[config.mk]
export PLATFORM = sky130hd
export DESIGN_NAME = jtag_shift_ctrl_flat
export DESIGN_NICKNAME = d
export VERILOG_FILES = /design/src/rtl/jtag_shift_ctrl_pkg.sv /design/src/rtl/jtag_shift_ctrl_if.sv /design/src/rtl/jtag_shift_ctrl_tck_div.sv /design/src/rtl/jtag_shift_ctrl.sv /design/src/flat_wrapper.sv
export SDC_FILE = /design/constraint.sdc
export NUM_CORES = 1
export LEC_CHECK = 0
export ABC_AREA = 1
export BUFFER_PORTS_ARGS = -buffer_cell sky130_fd_sc_hd__buf_2
export CAP_MARGIN = 10
export CORE_ASPECT_RATIO = 1.2
export CORE_UTILIZATION = 30
export CTS_BUF_LIST = sky130_fd_sc_hd__clkbuf_16
export DETAILED_ROUTE_END_ITERATION = 12
export PLACE_DENSITY = 0.45
export SYNTH_ARGS = -nofsm -noshare
export SYNTH_HDL_FRONTEND = slang
export SYNTH_SLANG_ARGS = --single-unit
export TNS_END_PERCENT = 20
[constraint.sdc]
create_clock -name clk -period 2.5 [get_ports clk]
set_clock_uncertainty 0.2 [all_clocks]
set_input_delay 0.375 -clock clk [delete_from_list [all_inputs] [get_ports clk]]
set_output_delay 0.375 -clock clk [all_outputs]
set_load 0.02 [all_outputs]
[src/rtl/jtag_shift_ctrl_pkg.sv]
// Shared types and sizing for the JTAG shift controller.
package jtag_shift_pkg;

    localparam int unsigned MAX_BITS     = 32;
    localparam int unsigned TRST_PERIODS = 8;
    localparam int unsigned IDX_W        = $clog2(MAX_BITS);

    typedef enum logic [2:0] {
        IDLE     = 3'd0,
        TRST     = 3'd1,
        SHIFT_LO = 3'd2,
        SHIFT_HI = 3'd3,
        RESP     = 3'd4
    } state_t;

endpackage

[src/rtl/jtag_shift_ctrl_if.sv]
// Command/response handshake bundle between a host and jtag_shift_ctrl.
interface jtag_shift_ctrl_if;
    import jtag_shift_pkg::*;

    logic                cmd_valid_i;
    logic                cmd_ready_o;
    logic [IDX_W-1:0]    cmd_len_i;
    logic [MAX_BITS-1:0] cmd_tms_i;
    logic [MAX_BITS-1:0] cmd_tdi_i;
    logic                rsp_valid_o;
    logic                rsp_ready_i;
    logic [MAX_BITS-1:0] rsp_tdo_o;
    logic                trst_req_i;

    modport master (
        output cmd_valid_i, cmd_len_i, cmd_tms_i, cmd_tdi_i, rsp_ready_i, trst_req_i,
        input  cmd_ready_o, rsp_valid_o, rsp_tdo_o
    );

    modport slave (
        input  cmd_valid_i, cmd_len_i, cmd_tms_i, cmd_tdi_i, rsp_ready_i, trst_req_i,
        output cmd_ready_o, rsp_valid_o, rsp_tdo_o
    );

endinterface

[src/rtl/jtag_shift_ctrl_tck_div.sv]
// TCK half-period timer: down-counter reloaded by the FSM, expires at terminal count 0.
module jtag_tck_div #(
    parameter int unsigned CLK_DIV = 4
) (
    input  logic clk,
    input  logic rst_n,
    input  logic load_i,
    output logic expire_o
);

    localparam logic [7:0] LOAD_VAL = 8'(CLK_DIV - 1);

    logic [7:0] cnt_q;

    always_ff @(posedge clk or negedge rst_n) begin
        if (!rst_n) begin
            cnt_q <= '0;
        end else if (load_i) begin
            cnt_q <= LOAD_VAL;
        end else if (cnt_q != 8'd0) begin
            cnt_q <= cnt_q - 8'd1;
        end
    end

    assign expire_o = (cnt_q == 8'd0);

endmodule

[src/rtl/jtag_shift_ctrl.sv]
// JTAG shift engine: clocks up to 32 TMS/TDI bits out, captures TDO, and issues TAP reset pulses.
//
// state    | meaning
// IDLE     | ready for a command or a TAP reset request
// TRST     | trstn_o held low for TRST_PERIODS half-periods
// SHIFT_LO | TCK low, current TMS/TDI bit on the pins
// SHIFT_HI | TCK high, TDO for the current bit already captured
// RESP     | captured TDO offered until the host takes it
module jtag_shift_ctrl
    import jtag_shift_pkg::*;
#(
    parameter int unsigned CLK_DIV = 4
) (
    input  logic             clk,
    input  logic             rst_n,
    jtag_shift_ctrl_if.slave bus,
    output logic             tck_o,
    output logic             tms_o,
    output logic             tdi_o,
    output logic             trstn_o,
    input  logic             tdo_i
);

    state_t              state_q, state_d;
    logic [MAX_BITS-1:0] tms_q, tdi_q, tdo_q;
    logic [IDX_W-1:0]    len_q, idx_q, idx_nxt;
    logic [2:0]          trst_cnt_q;
    logic                tck_q, tms_out_q, tdi_out_q, trstn_q, rsp_valid_q;
    logic                div_load, div_expire, cmd_ready, accept;

    jtag_tck_div #(.CLK_DIV(CLK_DIV)) u_tck_div (
        .clk      (clk),
        .rst_n    (rst_n),
        .load_i   (div_load),
        .expire_o (div_expire)
    );

    assign cmd_ready = (state_q == IDLE) && !bus.trst_req_i;
    assign accept    = cmd_ready && bus.cmd_valid_i;
    assign idx_nxt   = idx_q + 1'b1;

    always_comb begin
        state_d  = state_q;
        div_load = 1'b0;
        case (state_q)
            IDLE: begin
                if (bus.trst_req_i) begin
                    state_d  = TRST;
                    div_load = 1'b1;
                end else if (bus.cmd_valid_i) begin
                    state_d  = SHIFT_LO;
                    div_load = 1'b1;
                end
            end
            TRST: begin
                if (div_expire) begin
                    div_load = 1'b1;
                    if (trst_cnt_q == 3'd0) state_d = IDLE;
                end
            end
            SHIFT_LO: begin
                if (div_expire) begin
                    div_load = 1'b1;
                    state_d  = SHIFT_HI;
                end
            end
            SHIFT_HI: begin
                if (div_expire) begin
                    div_load = 1'b1;
                    state_d  = (idx_q == len_q) ? RESP : SHIFT_LO;
                end
            end
            RESP: begin
                if (bus.rsp_ready_i) state_d = IDLE;
            end
            default: state_d = IDLE;
        endcase
    end

    // Pin levels are registered from the next state so they switch on the same edge as the FSM.
    always_ff @(posedge clk or negedge rst_n) begin
        if (!rst_n) begin
            state_q     <= IDLE;
            tms_q       <= '0;
            tdi_q       <= '0;
            tdo_q       <= '0;
            len_q       <= '0;
            idx_q       <= '0;
            trst_cnt_q  <= '0;
            tck_q       <= 1'b0;
            tms_out_q   <= 1'b0;
            tdi_out_q   <= 1'b0;
            trstn_q     <= 1'b1;
            rsp_valid_q <= 1'b0;
        end else begin
            state_q     <= state_d;
            tck_q       <= (state_d == SHIFT_HI);
            trstn_q     <= (state_d != TRST);
            rsp_valid_q <= (state_d == RESP);
            case (state_q)
                IDLE: begin
                    if (accept) begin
                        tms_q     <= bus.cmd_tms_i;
                        tdi_q     <= bus.cmd_tdi_i;
                        len_q     <= bus.cmd_len_i;
                        idx_q     <= '0;
                        tdo_q     <= '0;
                        tms_out_q <= bus.cmd_tms_i[0];
                        tdi_out_q <= bus.cmd_tdi_i[0];
                    end else if (bus.trst_req_i) begin
                        trst_cnt_q <= 3'(TRST_PERIODS - 1);
                    end
                end
                TRST: begin
                    if (div_expire && trst_cnt_q != 3'd0) trst_cnt_q <= trst_cnt_q - 3'd1;
                end
                SHIFT_LO: begin
                    if (div_expire) tdo_q[idx_q] <= tdo_i;
                end
                SHIFT_HI: begin
                    if (div_expire && idx_q != len_q) begin
                        idx_q     <= idx_nxt;
                        tms_out_q <= tms_q[idx_nxt];
                        tdi_out_q <= tdi_q[idx_nxt];
                    end
                end
                default: ;
            endcase
        end
    end

    assign bus.cmd_ready_o = cmd_ready;
    assign bus.rsp_valid_o = rsp_valid_q;
    assign bus.rsp_tdo_o   = tdo_q;
    assign tck_o           = tck_q;
    assign tms_o           = tms_out_q;
    assign tdi_o           = tdi_out_q;
    assign trstn_o         = trstn_q;

endmodule

[src/flat_wrapper.sv]
// flat-port wrapper written by rule: the top's interface ports become plain ports
module jtag_shift_ctrl_flat import jtag_shift_pkg::*;
#(
    parameter int unsigned CLK_DIV = 4
)
  (clk, rst_n, tck_o, tms_o, tdi_o, trstn_o, tdo_i, bus_cmd_valid_i, bus_cmd_len_i, bus_cmd_tms_i, bus_cmd_tdi_i, bus_rsp_ready_i, bus_trst_req_i, bus_cmd_ready_o, bus_rsp_valid_o, bus_rsp_tdo_o);
  jtag_shift_ctrl_if bus_i ();
  input  logic clk;
  input  logic rst_n;
  output logic tck_o;
  output logic tms_o;
  output logic tdi_o;
  output logic trstn_o;
  input  logic tdo_i;
  input wire logic [$bits(bus_i.cmd_valid_i)-1:0] bus_cmd_valid_i;
  input wire logic [$bits(bus_i.cmd_len_i)-1:0] bus_cmd_len_i;
  input wire logic [$bits(bus_i.cmd_tms_i)-1:0] bus_cmd_tms_i;
  input wire logic [$bits(bus_i.cmd_tdi_i)-1:0] bus_cmd_tdi_i;
  input wire logic [$bits(bus_i.rsp_ready_i)-1:0] bus_rsp_ready_i;
  input wire logic [$bits(bus_i.trst_req_i)-1:0] bus_trst_req_i;
  output wire logic [$bits(bus_i.cmd_ready_o)-1:0] bus_cmd_ready_o;
  output wire logic [$bits(bus_i.rsp_valid_o)-1:0] bus_rsp_valid_o;
  output wire logic [$bits(bus_i.rsp_tdo_o)-1:0] bus_rsp_tdo_o;
  assign bus_i.cmd_valid_i = bus_cmd_valid_i;
  assign bus_i.cmd_len_i = bus_cmd_len_i;
  assign bus_i.cmd_tms_i = bus_cmd_tms_i;
  assign bus_i.cmd_tdi_i = bus_cmd_tdi_i;
  assign bus_i.rsp_ready_i = bus_rsp_ready_i;
  assign bus_i.trst_req_i = bus_trst_req_i;
  assign bus_cmd_ready_o = bus_i.cmd_ready_o;
  assign bus_rsp_valid_o = bus_i.rsp_valid_o;
  assign bus_rsp_tdo_o = bus_i.rsp_tdo_o;
  jtag_shift_ctrl #(.CLK_DIV(CLK_DIV)) u_core (.clk(clk), .rst_n(rst_n), .bus(bus_i), .tck_o(tck_o), .tms_o(tms_o), .tdi_o(tdi_o), .trstn_o(trstn_o), .tdo_i(tdo_i));
endmodule
Word level (Yosys, flattened, before mapping)
Index checks and enable logic that the tools add are counted.
{ "totals": {"register_bits": 125, "wordCells": 92, "out_inout_bits": 38} }
{ "op_classes": {"eq_ne": 15, "n_reduce_logical": 20, "add_sub_neg": 3, "magnitude_cmp": 3, "mux": 38} }
{ "op_table": {"columns": ["cell", "n"], "rows": [
  ["$mux 32", 2],
  ["$pmux 32 s2", 1],
  ["$mux 3", 11],
  ["$bwmux 32", 1],
  ["$mux 8", 2],
  ["$pmux 3 s5", 1],
  ["$lt 5x6->1 const B", 2],
  ["$bmux 1 s5", 2],
  ["$mux 1", 10],
  ["$mux 5", 2],
  ["$pmux 5 s2", 1],
  ["$eq 3x2->1 const B", 3],
  ["$logic_not 8->1", 1],
  ["$ne 2x1->1 const B", 4],
  ["$reduce_bool 2->1", 4],
  ["$reduce_bool 8->1", 1],
  ["$sub 8x1->8 const B", 1],
  ["$eq 3x3->1 const B", 2],
  ["$logic_not 3->1", 2],
  ["$pmux 1 s2", 3],
  ["$pmux 3 s2", 1],
  ["$reduce_and 3->1", 2],
  ["$add 5x1->5 const B", 1],
  ["$demux 1 s5", 1],
  ["13 further kinds", 18]
]} }

Longest topological paths before layout
Gate-level depths: netlist of the first run.
{ "depth": {"depth_word": 7, "ltp_mapped": 14, "mapped_depth_nobuf": 12} }

Modules after synthesis
Synthesis of the first run repeated with hierarchy kept, for this count alone.
{ "unflattened": {"hier_cells": 818, "area_unflattened_um2": 6343.6} }
{ "modules_own_cells": {"columns": ["module", "cells_per_inst", "instances", "seq_area_each_um2", "area_per_inst_um2"], "rows": [
  ["jtag_shift_ctrl", 759, 1, 2929.1, 5850.6],
  ["jtag_tck_div", 59, 1, 200.2, 493.0]
]} }

Worst setup path before layout of the first run
OpenSTA, ideal clock, no wires.
{ "synth_path": {"kind": "flip-flop to flip-flop", "start": "register u_core.idx_q[0]", "end": "register u_core.tms_out_q, in the netlist u_core.tms_o", "stages_incl_launch_ff": 15, "required_ns": 2.229, "path_slack_ns": 0.226, "t_arrival_ns": 2.002, "path_cell_list": "dfrtp_1 > inv_1 > clkbuf_1 > ha_1 > buf_2 > inv_1 > buf_2 > nand3_1 > nand3_1 > nand3_1 > nand2_1 > nand2_1 > nand2_1 > nor2_1 > nor2_1"} }
{ "synth_via": {"elab_chain_len": 5, "word_cells_on_any_way": 9, "classes_between": "add/sub (1); eq/ne (2); mux (4); reduce/logical (2)"} }
{ "synth_lines": {"columns": ["item", "line_no", "text"], "rows": [
  ["start, declared", "jtag_shift_ctrl.sv:26", "logic [IDX_W-1:0] len_q, idx_q, idx_nxt;"],
  ["start signal, assigned", "jtag_shift_ctrl.sv:122", "idx_q <= idx_nxt;"],
  ["$add 5x1->5", "jtag_shift_ctrl.sv:40", "assign idx_nxt = idx_q + 1'b1;"],
  ["$bmux 1 s5", "jtag_shift_ctrl.sv:123", "tms_out_q <= tms_q[idx_nxt];"],
  ["$mux 1 (not written as such)", "jtag_shift_ctrl.sv:123", null],
  ["$mux 1", "jtag_shift_ctrl.sv:121", "if (div_expire && idx_q != len_q) begin"],
  ["$pmux 1 s2", "jtag_shift_ctrl.sv:100", "case (state_q)"],
  ["end signal, assigned", "jtag_shift_ctrl.sv:108", "tms_out_q <= bus.cmd_tms_i[0];"],
  ["end signal, assigned", "jtag_shift_ctrl.sv:123", null],
  ["end, declared", "jtag_shift_ctrl.sv:28", "logic tck_q, tms_out_q, tdi_out_q, trstn_q, rsp_valid_q;"]
]} }
Parallel ways exist; a longest one is shown, timed or not. The select of a mux whose other input is x is not followed.
A chain may end at the register's enable or synchronous reset.

Worst setup path after layout of the first run
{ "layout_path": {"start": "register u_core.idx_q[0]", "end": "register u_core.tck_q, in the netlist u_core.tck_o"} }
{ "layout_via": {"elab_chain_len": 5} }
{ "layout_lines": {"columns": ["item", "line_no", "text"], "rows": [
  ["$eq 5x5->1", "jtag_shift_ctrl.sv:70", "state_d = (idx_q == len_q) ? RESP : SHIFT_LO;"],
  ["$mux 3", "jtag_shift_ctrl.sv:70", null],
  ["$mux 3", "jtag_shift_ctrl.sv:68", "if (div_expire) begin"],
  ["$pmux 3 s5", "jtag_shift_ctrl.sv:45", "case (state_q)"],
  ["named net u_core.state_d[1]", "jtag_shift_ctrl.sv:24", "state_t state_q, state_d;"],
  ["$eq 3x2->1", "jtag_shift_ctrl.sv:97", "tck_q <= (state_d == SHIFT_HI);"],
  ["end signal, assigned", "jtag_shift_ctrl.sv:97", null],
  ["end, declared", "jtag_shift_ctrl.sv:28", null]
]} }
The timed path passes the listed nets, and every way through them passes these cells.

==> flow_summary.yaml, run 1 <==
status:
  outcome: "finished clean"
clock_network:
  cts_resized: 0
  root_buffer: "clkbuf_16"
  cts_setup_buffers: 0
  numCtsBuffers: 17
  cts.htree.levels: 4
  cts.clk_slew.worst_paths_ps: 60
  cts.sinks: 125
  cts_tree: "built"
  worstSkewPairLatency_ps: 420
  clockBufferDepth: 2
placed_design:
  post_dp_cell_area_um2: 7222
  dp_hpwl_um: 11670
  io_buffers: 112
  place.gp.congestion: 0.7441
sta:
  setup_viol: 0
  max_freq_mhz: 474.0
  hold_ws_ps: 19.29
  period_minus_slack_ps: 2110
  worstMarginPinSlew_ps: 500.1
  slew_headroom: 0.6662
  finalSetupTns_ps: 0
  rsz0062_at_grt: "false"
  slew_violations: 0
  finalHoldViolations: 0
  fin_crit_sh: 0.8438
worst_setup_path:
  crit_path_start: "u_core.idx_q[0]"
  cp-end-kind: "flop"
  critPathKind: "flop to flop"
  worstPathRequired_ps: 2610
  worstPathArrival_ps: 2220
  worstSetupStartpointType: "flop"
  worstReg2RegEnd: "u_core.tck_o"
  critPathMaxFanout: 32
  r2r_slack_ps: 390
  r2r_start: "u_core.idx_q[0]"
  worstRegToRegCells: 10
  cp-endpoint: "u_core.tck_o"
yosys:
  synthDistinctLibCells: 32
  synthArstFlopShare: 1.000
  syn-cell-area_um2: 6365
  synth_top_area_cell: "dfrtp_1"
  synth_seq_cells: 125
  yosys.area.top_type_share: 0.4875
  synth.most_common_cell: "nand2_1"
  postSynthCellCount: 816
  ys.warnings.count: 0
  synth-seq-area-share: 0.4916
  post_synth.cell_area_avg_um2: 7.800
  synthFlopType: "dfrtp_1"
  ys_top_cells_by_count: "nand2_1, dfrtp_1, inv_1, o21ai_0, nand3_1"
  synth.net_count: 898
  synthTopCellsByArea: "dfrtp_1, nand2_1, o21ai_0, inv_1, nand3_1"
  synth_edf_count: 0
pwr:
  p_total_w: 0.009745
  leakage_nw: 4.148
  p_per_area_nw_per_um2: 1149
  peakVddDrop_uv: 479.7
routing:
  route.detailed.drc: 0
  postRouteAntennaNets: 0
  viasPerCell: 4.465
  drt_iter0_drc: 313
  vias: 5693
  wirelength_um: 17250
  first_pass_iters: 5
  routedWlPerCell_um: 13.53
global_route:
  grt_usage: 0.1716
  grt_use_met3: 0.03515
  grt_max_degree: 122
  grt.busiest_layer: "met2"
  grt_pass1_wl_um: 29080
  use_met2: 0.2854
  grt-ovfl-total: 0
  grtUsageMet1: 0.2231
  antenna_found_initial: 0
  grt_pass1_vias: 5702
cells_and_area:
  drive_above_1_share: 0.1831
  nets: 1074
  area_growth_pct: 33.24
  fin_util: 0.4058
  design_area_um2: 8481
  fillCellCount: 2193
  antennaDiodeCount: 0
hold_path:
  hp-class: "primary input to flop"
  min-delay-start: "bus_cmd_tdi_i[0]"
floorplanning:
  die_y_um: 161.6
  start_util: 0.3045
  core_um2: 20900
  die_w_um: 135.0
  dieArea_um2: 21800
  io_pins: 113
  rows: 58
job:
  drv_cap: 0
-- worst max-delay path, stage by stage, from the launching register on --
cell and delay, ps:
dfrtp_1 420, buf_4 260, or2_2 300, a21oi_1 170, nand3_1 120, nor2_1 150
nor2_1 50, nor2_1 140, nand2_1 80, nand2_1 60, inv_1 40
-- power by group --
| group | total (W) | switching (W) | internal, W |
|---|---|---|---|
| Combinational | 0.00386 | 0.00246 | 0.00141 |
| Sequential | 0.00337 | 0.000439 | 0.00293 |
| Clock | 0.00251 | 0.000950 | 0.00156 |
| Total | 0.00975 | 0.00385 | 0.00590 |
-- stage by stage --
stage / instances / setup WS (ps)
2_1_floorplan: 816 / 226.4
3_3_place_gp: 1177 / 402.7
3_5_place_dp: 1177 / 388.8
4_1_cts: 1275 / 383.4
5_1_grt: 1275 / 100.5
6_report: 1275 / 390.5
-- logic make-up after synthesis --
group,share of synthesized area
flops,0.4916
xor+xnor,0.006882
fa+ha+maj,0.01376
simple gates,0.2624
compound gates,0.1327
buf+inv,0.09259
-- layer usage --
metal  vias up  routed length [um]
li1       2948                   -
met4         0                 194
met3        13                 616
met5         -                   0
met1      2628                8065
met2       104                8377
-- what timing repair did --
item                                   CTS  global route
hold buffers                            66             0
endpoints found under the hold margin  189             0
setup endpoints to repair                0             0
-- placed cells by master (no fill, tap or decap), types with 4 or more instances in the layout --
master         synthesis  routed
o211ai_1               5       5
dfrtp_1              124     124
o21ai_0               97      97
a21oi_1                8       8
nand2_4                4       4
buf_2                 12     111
nand4_1                4       4
clkinv_2               0       6
o31ai_1               27      27
nor2_1                48      48
nand3_1               54      54
nor2_4                 6       6
clkbuf_16              0      17
nor3_1                 4       4
dlygate4sd3_1          0      66
nand2_1              267     267
buf_4                  8      15
ha_1                   7       7
inv_1                 98      98
-- worst min path at each step --
stage                              end  slack, ps  cells past startpoint
2_1_floorplan  u_core.bus.rsp_tdo_o[0]       -120                      0
3_3_place_gp   u_core.bus.rsp_tdo_o[1]        -30                      1
3_5_place_dp   u_core.bus.rsp_tdo_o[1]        -30                      1
4_1_cts                u_core.tdi_q[0]          6                      3
5_1_grt                u_core.len_q[1]         30                      3
6_report               u_core.tdi_q[0]         20                      3
-- layout make-up --
type / count / area [um^2] / share of cell area
Clock inverter: 15 / 172.7 / 0.02036
Tap cell: 270 / 337.8 / 0.03983
Timing Repair Buffer: 195 / 1389 / 0.1638
Sequential cell: 125 / 3129 / 0.3690
Inverter: 101 / 380.4 / 0.04485
Multi-Input combinational cell: 552 / 2646 / 0.3120
Clock buffer: 17 / 425.4 / 0.05016
-- sequential cells by signal (all words and copies together), names as in the netlist --
| register | cells |
|---|---|
| u_core.tms_o | 1 |
| u_core.tdi_o | 1 |
| u_core.idx_q | 5 |
| u_core.tms_q | 32 |
| u_core.tck_o | 1 |
| u_core.len_q | 5 |
| u_core.bus.rsp_tdo_o | 32 |
| u_core.tdi_q | 32 |
| u_core.trstn_o | 1 |
| u_core.state_q | 3 |
| u_core.bus.rsp_valid_o | 1 |
| u_core.u_tck_div.cnt_q | 8 |
| u_core.trst_cnt_q | 3 |
No activity file was read; power rests on OpenSTA's default activity.
==> run 2: changes to the inputs <==
--- a/config.mk
+++ b/config.mk
@@ -5,7 +5,7 @@
 export SDC_FILE = /design/constraint.sdc
 export NUM_CORES = 1
 export LEC_CHECK = 0
-export ABC_AREA = 1
+export ABC_AREA = 0
 export BUFFER_PORTS_ARGS = -buffer_cell sky130_fd_sc_hd__buf_2
 export CAP_MARGIN = 10
 export CORE_ASPECT_RATIO = 1.2
==> constraint.sdc (replaced) <==
create_clock -name clk -period 2 [get_ports clk]
set_clock_uncertainty 0.2 [all_clocks]
set_input_delay 0.3 -clock clk [delete_from_list [all_inputs] [get_ports clk]]
set_output_delay 0.3 -clock clk [all_outputs]
set_load 0.02 [all_outputs]
==> run 2 against run 1 <==
Effect of this change:
- largest cell class unchanged
- power rose by 24%
- clock power is 31% higher
- highest routed layer unchanged
- the run now ends with setup timing left
- non-clock buffer count grew 63
==> flow_summary.yaml, run 2 <==
status:
  outcome: "finished with violations"
  violations: "setup timing"
pwr:
  intPower_w: 0.007889
  seqPwrFrac: 0.317
  pwr-share-comb: 0.409
  p_sw_w: 0.004158
  leakage_nw: 4.480
  p_total_w: 0.01205
  pwr-share-clk: 0.274
  p_per_area_nw_per_um2: 1358
  netSwitchingFraction: 0.3451
  peakVddDrop_uv: 717.8
yosys:
  synth_top_area_cell: "dfrtp_1"
  ys.warnings.count: 0
  synth_top_family_by_area: "simple AND/OR/NAND/NOR gates"
  synth.most_common_cell: "nand2_1"
  synth-compound-area-share: 0.1129
  synth_fa_ha_area_frac: 0.01469
  synthDistinctLibCells: 45
  synthTopCellsByArea: "dfrtp_1, nand2_1, o21ai_0, mux2i_1, mux4_2"
  synth_edf_count: 0
  ys_top_cells_by_count: "nand2_1, dfrtp_1, o21ai_0, a21oi_1, clkbuf_1"
  yosys.area.top_type_share: 0.5205
  synthArstFlopShare: 1.000
  synth_seq_cells: 125
  synth-seq-area-share: 0.5249
  post_synth.cell_area_avg_um2: 9.201
  synthFlopType: "dfrtp_1"
  synth_mux_area_frac: 0.08625
  synth.net_count: 730
  syn-cell-area_um2: 5962
  postSynthCellCount: 648
  synth-xor-area-share: 0.01910
  synthSimpleGateAreaFrac: 0.2065
global_route:
  grt_pass1_vias: 5461
  grt_max_degree: 58
  antenna_found_initial: 0
  grt-ovfl-total: 0
  grt_pass1_wl_um: 27270
  grt_usage: 0.1747
floorplanning:
  rows: 56
  dieArea_um2: 20440
  core_um2: 19480
  io_pins: 113
  die_y_um: 156.4
  die_w_um: 130.7
  start_util: 0.3061
hold_path:
  hp-class: "primary input to async pin"
worst_setup_path:
  path_cells: "or3_4 > or4_4 > a2111o_1 > buf_6 > o211ai_1 > o31ai_2"
  crit_family: "simple AND/OR/NAND/NOR gates"
  critPathKind: "flop to flop"
  worstPathRequired_ps: 2110
  critPathMaxFanout: 11
  worstSetupStartpointType: "flop"
  worstPathArrival_ps: 2380
  max_stage_delay_ps: 450
  critical_path.n_buffers_inverters: 1
  worst_path_max_delay_cell: "or4_4"
  cp-end-kind: "flop"
clock_network:
  cts_tree: "built"
  root_buffer: "clkbuf_16"
  clockBufferDepth: 2
  cts.clk_slew.worst_paths_ps: 60
  worstSkewPairLatency_ps: 420
  cts.sinks: 125
  numCtsBuffers: 17
  cts.htree.levels: 4
routing:
  route.detailed.drc: 0
  wirelength_um: 16900
  drt_iter0_drc: 221
  first_pass_iters: 5
  vias: 5458
  routedWlPerCell_um: 14.60
  viasPerCell: 4.713
  postRouteAntennaNets: 0
cells_and_area:
  multi_input_area_um2: 2816
  area_growth_pct: 48.84
  fin_util: 0.4556
  seq_area_um2: 3131
  nets: 966
  final_cell_mix: "nand2_1, dfrtp_1, buf_2"
  mostFrequentLayoutCell: "nand2_1"
  fillCellCount: 1910
  drive_above_1_share: 0.2965
  antennaDiodeCount: 0
placed_design:
  dp_hpwl_um: 11370
  place.gp.congestion: 0.7775
  io_buffers: 112
job:
  drv_cap: 0
sta:
  fin_crit_sh: 1.135
  slew_violations: 0
  max_freq_mhz: 440.7
  slew_headroom: 0.6256
  fin_ws_ps: -269.2
  finalHoldViolations: 0
  worstMarginPinSlew_ps: 553.9
  period_minus_slack_ps: 2269
  rsz0062_at_grt: "true"
  setup_viol: 52
run 2: changes by cell type in the layout (fill, tap and decap cells not counted), moves of 7 or more:
cell      change
inv_1        -86
a21oi_1      +27
o21ai_0      -65
o31ai_1      -23
nand2b_1      +7
nand2_1      -51
buf_4        +50
o21ai_2       +8
mux2i_1      +21
nand3_1      -46
o21ai_1      +29
mux4_2       +11
nor2_1       -32
run 2: timing repair:
action	CTS	global route
endpoints found under the setup margin	57	71
resized for setup	37	41
setup buffers	8	3
pin swaps	5	13
hold buffers	70	0
endpoints found under the hold margin	194	0
run 2: final cells by class:
type / count / area share
Clock buffer: 17 / 0.04794
Clock inverter: 15 / 0.02228
Inverter: 12 / 0.005076
Multi-Input combinational cell: 470 / 0.3174
Sequential cell: 125 / 0.3528
Tap cell: 261 / 0.03680
Timing Repair Buffer: 258 / 0.2177
run 2: power by group through the flow:
stage          Combinational [W]  Clock, W  Sequential (W)
6_report                 0.00493   0.00330         0.00382
3_3_place_gp             0.00438         0         0.00383
3_5_place_dp             0.00448         0         0.00385
4_1_cts                  0.00486   0.00336         0.00382
2_1_floorplan            0.00286         0         0.00382
5_1_grt                  0.00543   0.00347         0.00392
run 2: worst paths after layout:
| kind | startpoint | endpoint | slack [ps] | depth (start not counted) |
|---|---|---|---|---|
| hold reg to reg | u_core.trst_cnt_q[0] | u_core.trst_cnt_q[0] | 270 | 1 |
| max in group asynchronous | rst_n | u_core.trstn_o | 830 | 3 |
| hold / removal | rst_n | u_core.bus.rsp_tdo_o[12] | 110 | 2 |
| min in group clk | tdo_i | u_core.bus.rsp_tdo_o[30] | 120 | 4 |
| setup reg to reg | u_core.u_tck_div.cnt_q[4] | u_core.idx_q[2] | -270 | 6 |
| setup / recovery | u_core.u_tck_div.cnt_q[4] | u_core.idx_q[2] | -270 | 6 |
run 2: cell families after synthesis:
group	Yosys count
AND/OR/NAND/NOR	290
buffers and inverters	53
flip-flops	125
AO/OA/AOI/OAI	125
XOR/XNOR	13
adder cells (fa/ha/maj)	7
multiplexers	35
run 2: per-stage QoR:
| stage | instances | hold WS [ps] | TNS [ps] | instance area (um^2) | worst slack (ps) |
|---|---|---|---|---|---|
| floorplan | 648 | -195.6 | -12040 | 6037 | -302.8 |
| global placement | 1045 | 11.14 | -10040 | 7273 | -270.3 |
| detailed placement | 1045 | 13.32 | -10970 | 7273 | -305.2 |
| CTS | 1155 | 96.48 | -6754 | 8728 | -280.2 |
| global route | 1158 | 129.9 | -10610 | 8874 | -336.9 |
| finish | 1158 | 112.0 | -6601 | 8874 | -269.2 |
run 2: routing by layer:
layer | vias to the layer above | GRT usage | routed length, um
li1 | 2664 | - | -
met1 | 2662 | 0.2188 | 7648
met2 | 118 | 0.2973 | 8435
met3 | 14 | 0.04103 | 635
met4 | 0 | 0.04926 | 184
met5 | - | 0 | 0
==> run 3: changes to the inputs <==
--- a/config.mk
+++ b/config.mk
@@ -6,7 +6,7 @@
 export NUM_CORES = 1
 export LEC_CHECK = 0
 export ABC_AREA = 0
-export BUFFER_PORTS_ARGS = -buffer_cell sky130_fd_sc_hd__buf_2
+export BUFFER_PORTS_ARGS = -buffer_cell sky130_fd_sc_hd__buf_4
 export CAP_MARGIN = 10
 export CORE_ASPECT_RATIO = 1.2
 export CORE_UTILIZATION = 30
==> run 3 against run 2 <==
Effect of this change:
- via count decreased by 0.31%
- clock-buffer cell count unchanged
- sequential share of layout area decreased by 1.1 points
- largest cell class unchanged
- non-clock buffer count increased by 1
- die area unchanged
- critical endpoint is now u_core.tms_o
- final cell count about the same
- design area increased by 3.2%
- the flow still finishes with violations (setup timing)
- clock power decreased by 11%
==> flow_summary.yaml, run 3 (synthesized netlist as in run 2, its figures left out) <==
global_route:
  grt_pass1_wl_um: 27570
  grt_usage: 0.1774
  grt_max_degree: 69
  grt-ovfl-total: 0
  antenna_found_initial: 0
  grt_pass1_vias: 5482
sta:
  fin_crit_sh: 1.146
  max_freq_mhz: 436.5
  slew_headroom: 0.6212
  slew_violations: 0
  hold_ws_ps: 142.0
  worstMarginPinSlew_ps: 560.3
  rsz0062_at_grt: "true"
  period_minus_slack_ps: 2291
  setup_viol: 48
  fin_ws_ps: -291.0
  finalHoldViolations: 0
placed_design:
  io_buffers: 112
  place.gp.congestion: 0.7855
  dp_hpwl_um: 11320
  pre_cts_slack_ps: -343.7
status:
  violations: "setup timing"
  outcome: "finished with violations"
clock_network:
  root_buffer: "clkbuf_16"
  cts.clk_slew.worst_paths_ps: 60
  worstSkewPairLatency_ps: 420
  cts.sinks: 125
  numCtsBuffers: 17
  cts.htree.levels: 4
  clockBufferDepth: 2
  cts_tree: "built"
worst_setup_path:
  path_cells: "or3_4 > or4_4 > a2111o_1 > buf_2 > o31ai_1"
  worstSetupStartpointType: "flop"
  worstRegToRegCells: 5
  worst_path_max_delay_cell: "or4_4"
  worstReg2RegEnd: "u_core.tms_o"
  crit_family: "simple AND/OR/NAND/NOR gates"
  r2r_slack_ps: -290
  max_stage_delay_ps: 440
  critPathMaxFanout: 5
  worstPathArrival_ps: 2410
  critical_path.n_buffers_inverters: 1
  cp-end-kind: "flop"
  critPathKind: "flop to flop"
  worstPathRequired_ps: 2120
  r2r_start: "u_core.u_tck_div.cnt_q[4]"
floorplanning:
  start_util: 0.3061
  dieArea_um2: 20440
  core_um2: 19480
  die_w_um: 130.7
  io_pins: 113
  die_y_um: 156.4
  rows: 56
routing:
  first_pass_iters: 7
  vias: 5441
  drt_iter0_drc: 233
  wirelength_um: 17220
  viasPerCell: 4.695
  routedWlPerCell_um: 14.86
  postRouteAntennaNets: 0
  route.detailed.drc: 0
pwr:
  pwr-share-clk: 0.255
  peakVddDrop_uv: 692.4
  netSwitchingFraction: 0.3449
  leakage_nw: 4.606
  p_total_w: 0.01157
  p_sw_w: 0.003989
  intPower_w: 0.007577
  pwr-share-comb: 0.415
  seqPwrFrac: 0.330
  p_per_area_nw_per_um2: 1263
hold_path:
  min-delay-start: "tdo_i"
  hold_depth: 3
  hold_end: "u_core.bus.rsp_tdo_o[27]"
  hp-class: "primary input to flop"
job:
  drv_cap: 0
cells_and_area:
  antennaDiodeCount: 0
  drive_above_1_share: 0.2940
  area_growth_pct: 53.64
  nets: 967
  final_cell_mix: "nand2_1, buf_4, dfrtp_1"
  mostFrequentLayoutCell: "nand2_1"
[run 3: worst max path at each step]
stage | startpoint | to | slack (ps) | cells after the start
finish | u_core.u_tck_div.cnt_q[4] | u_core.tms_o | -290 | 5
global route | u_core.u_tck_div.cnt_q[4] | u_core.bus.rsp_tdo_o[7] | -340 | 8
CTS | u_core.u_tck_div.cnt_q[0] | u_core.idx_q[2] | -300 | 8
detailed placement | u_core.u_tck_div.cnt_q[4] | u_core.idx_q[2] | -340 | 6
global placement | u_core.u_tck_div.cnt_q[4] | u_core.bus.rsp_tdo_o[24] | -310 | 6
floorplan | u_core.u_tck_div.cnt_q[3] | u_core.tdi_o | -300 | 6
[run 3: layer usage]
| layer | vias to the layer above | share of wire | global-route usage |
|---|---|---|---|
| met2 | 143 | 0.49 | 0.2933 |
| met1 | 2615 | 0.45 | 0.2265 |
| li1 | 2661 | - | - |
| met3 | 22 | 0.044 | 0.04137 |
| met5 | - | 0 | 0 |
| met4 | 0 | 0.019 | 0.05857 |
[run 3: final cells by class]
cell class	instances	area, um^2
clock inverter	15	132.6
multi-input combinational	470	2781
fill	1921	10320
timing repair buffer	259	2318
sequential	125	3131
tap	261	326.6
inverter	12	45.04
clock buffer	17	425.4
[run 3: repair_timing]
item	4_1_cts	5_1_grt
endpoints found under the setup margin	56	57
hold endpoints to repair	195	0
gates cloned	4	1
hold buffers	70	0
setup buffers	9	3
resized for setup	81	17
pin swaps	9	6
[run 3: power groups by stage]
stage	clock, W	sequential (W)	combinational (W)
2_1_floorplan	0	0.00382	0.00286
3_3_place_gp	0	0.00383	0.00450
3_5_place_dp	0	0.00386	0.00454
4_1_cts	0.00301	0.00382	0.00480
5_1_grt	0.00312	0.00392	0.00529
6_report	0.00295	0.00382	0.00480
[run 3: worst reg2reg max path, delay by kind of cell (launching register included)]
| family | cells | cell delay, ps |
|---|---|---|
| compound gates | 2 | 600 |
| flops | 1 | 380 |
| simple gates | 2 | 830 |
| buf+inv | 1 | 180 |
[run 3: per-stage QoR]
step | instances | utilization | area [um^2] | TNS (ps)
floorplan | 648 | - | 6037 | -12040
global placement | 1040 | 0.3877 | 7551 | -11820
detailed placement | 1040 | 0.3877 | 7551 | -13540
CTS | 1155 | 0.4656 | 9069 | -7411
global route | 1159 | 0.4703 | 9160 | -12220
finish | 1159 | 0.4703 | 9160 | -7953
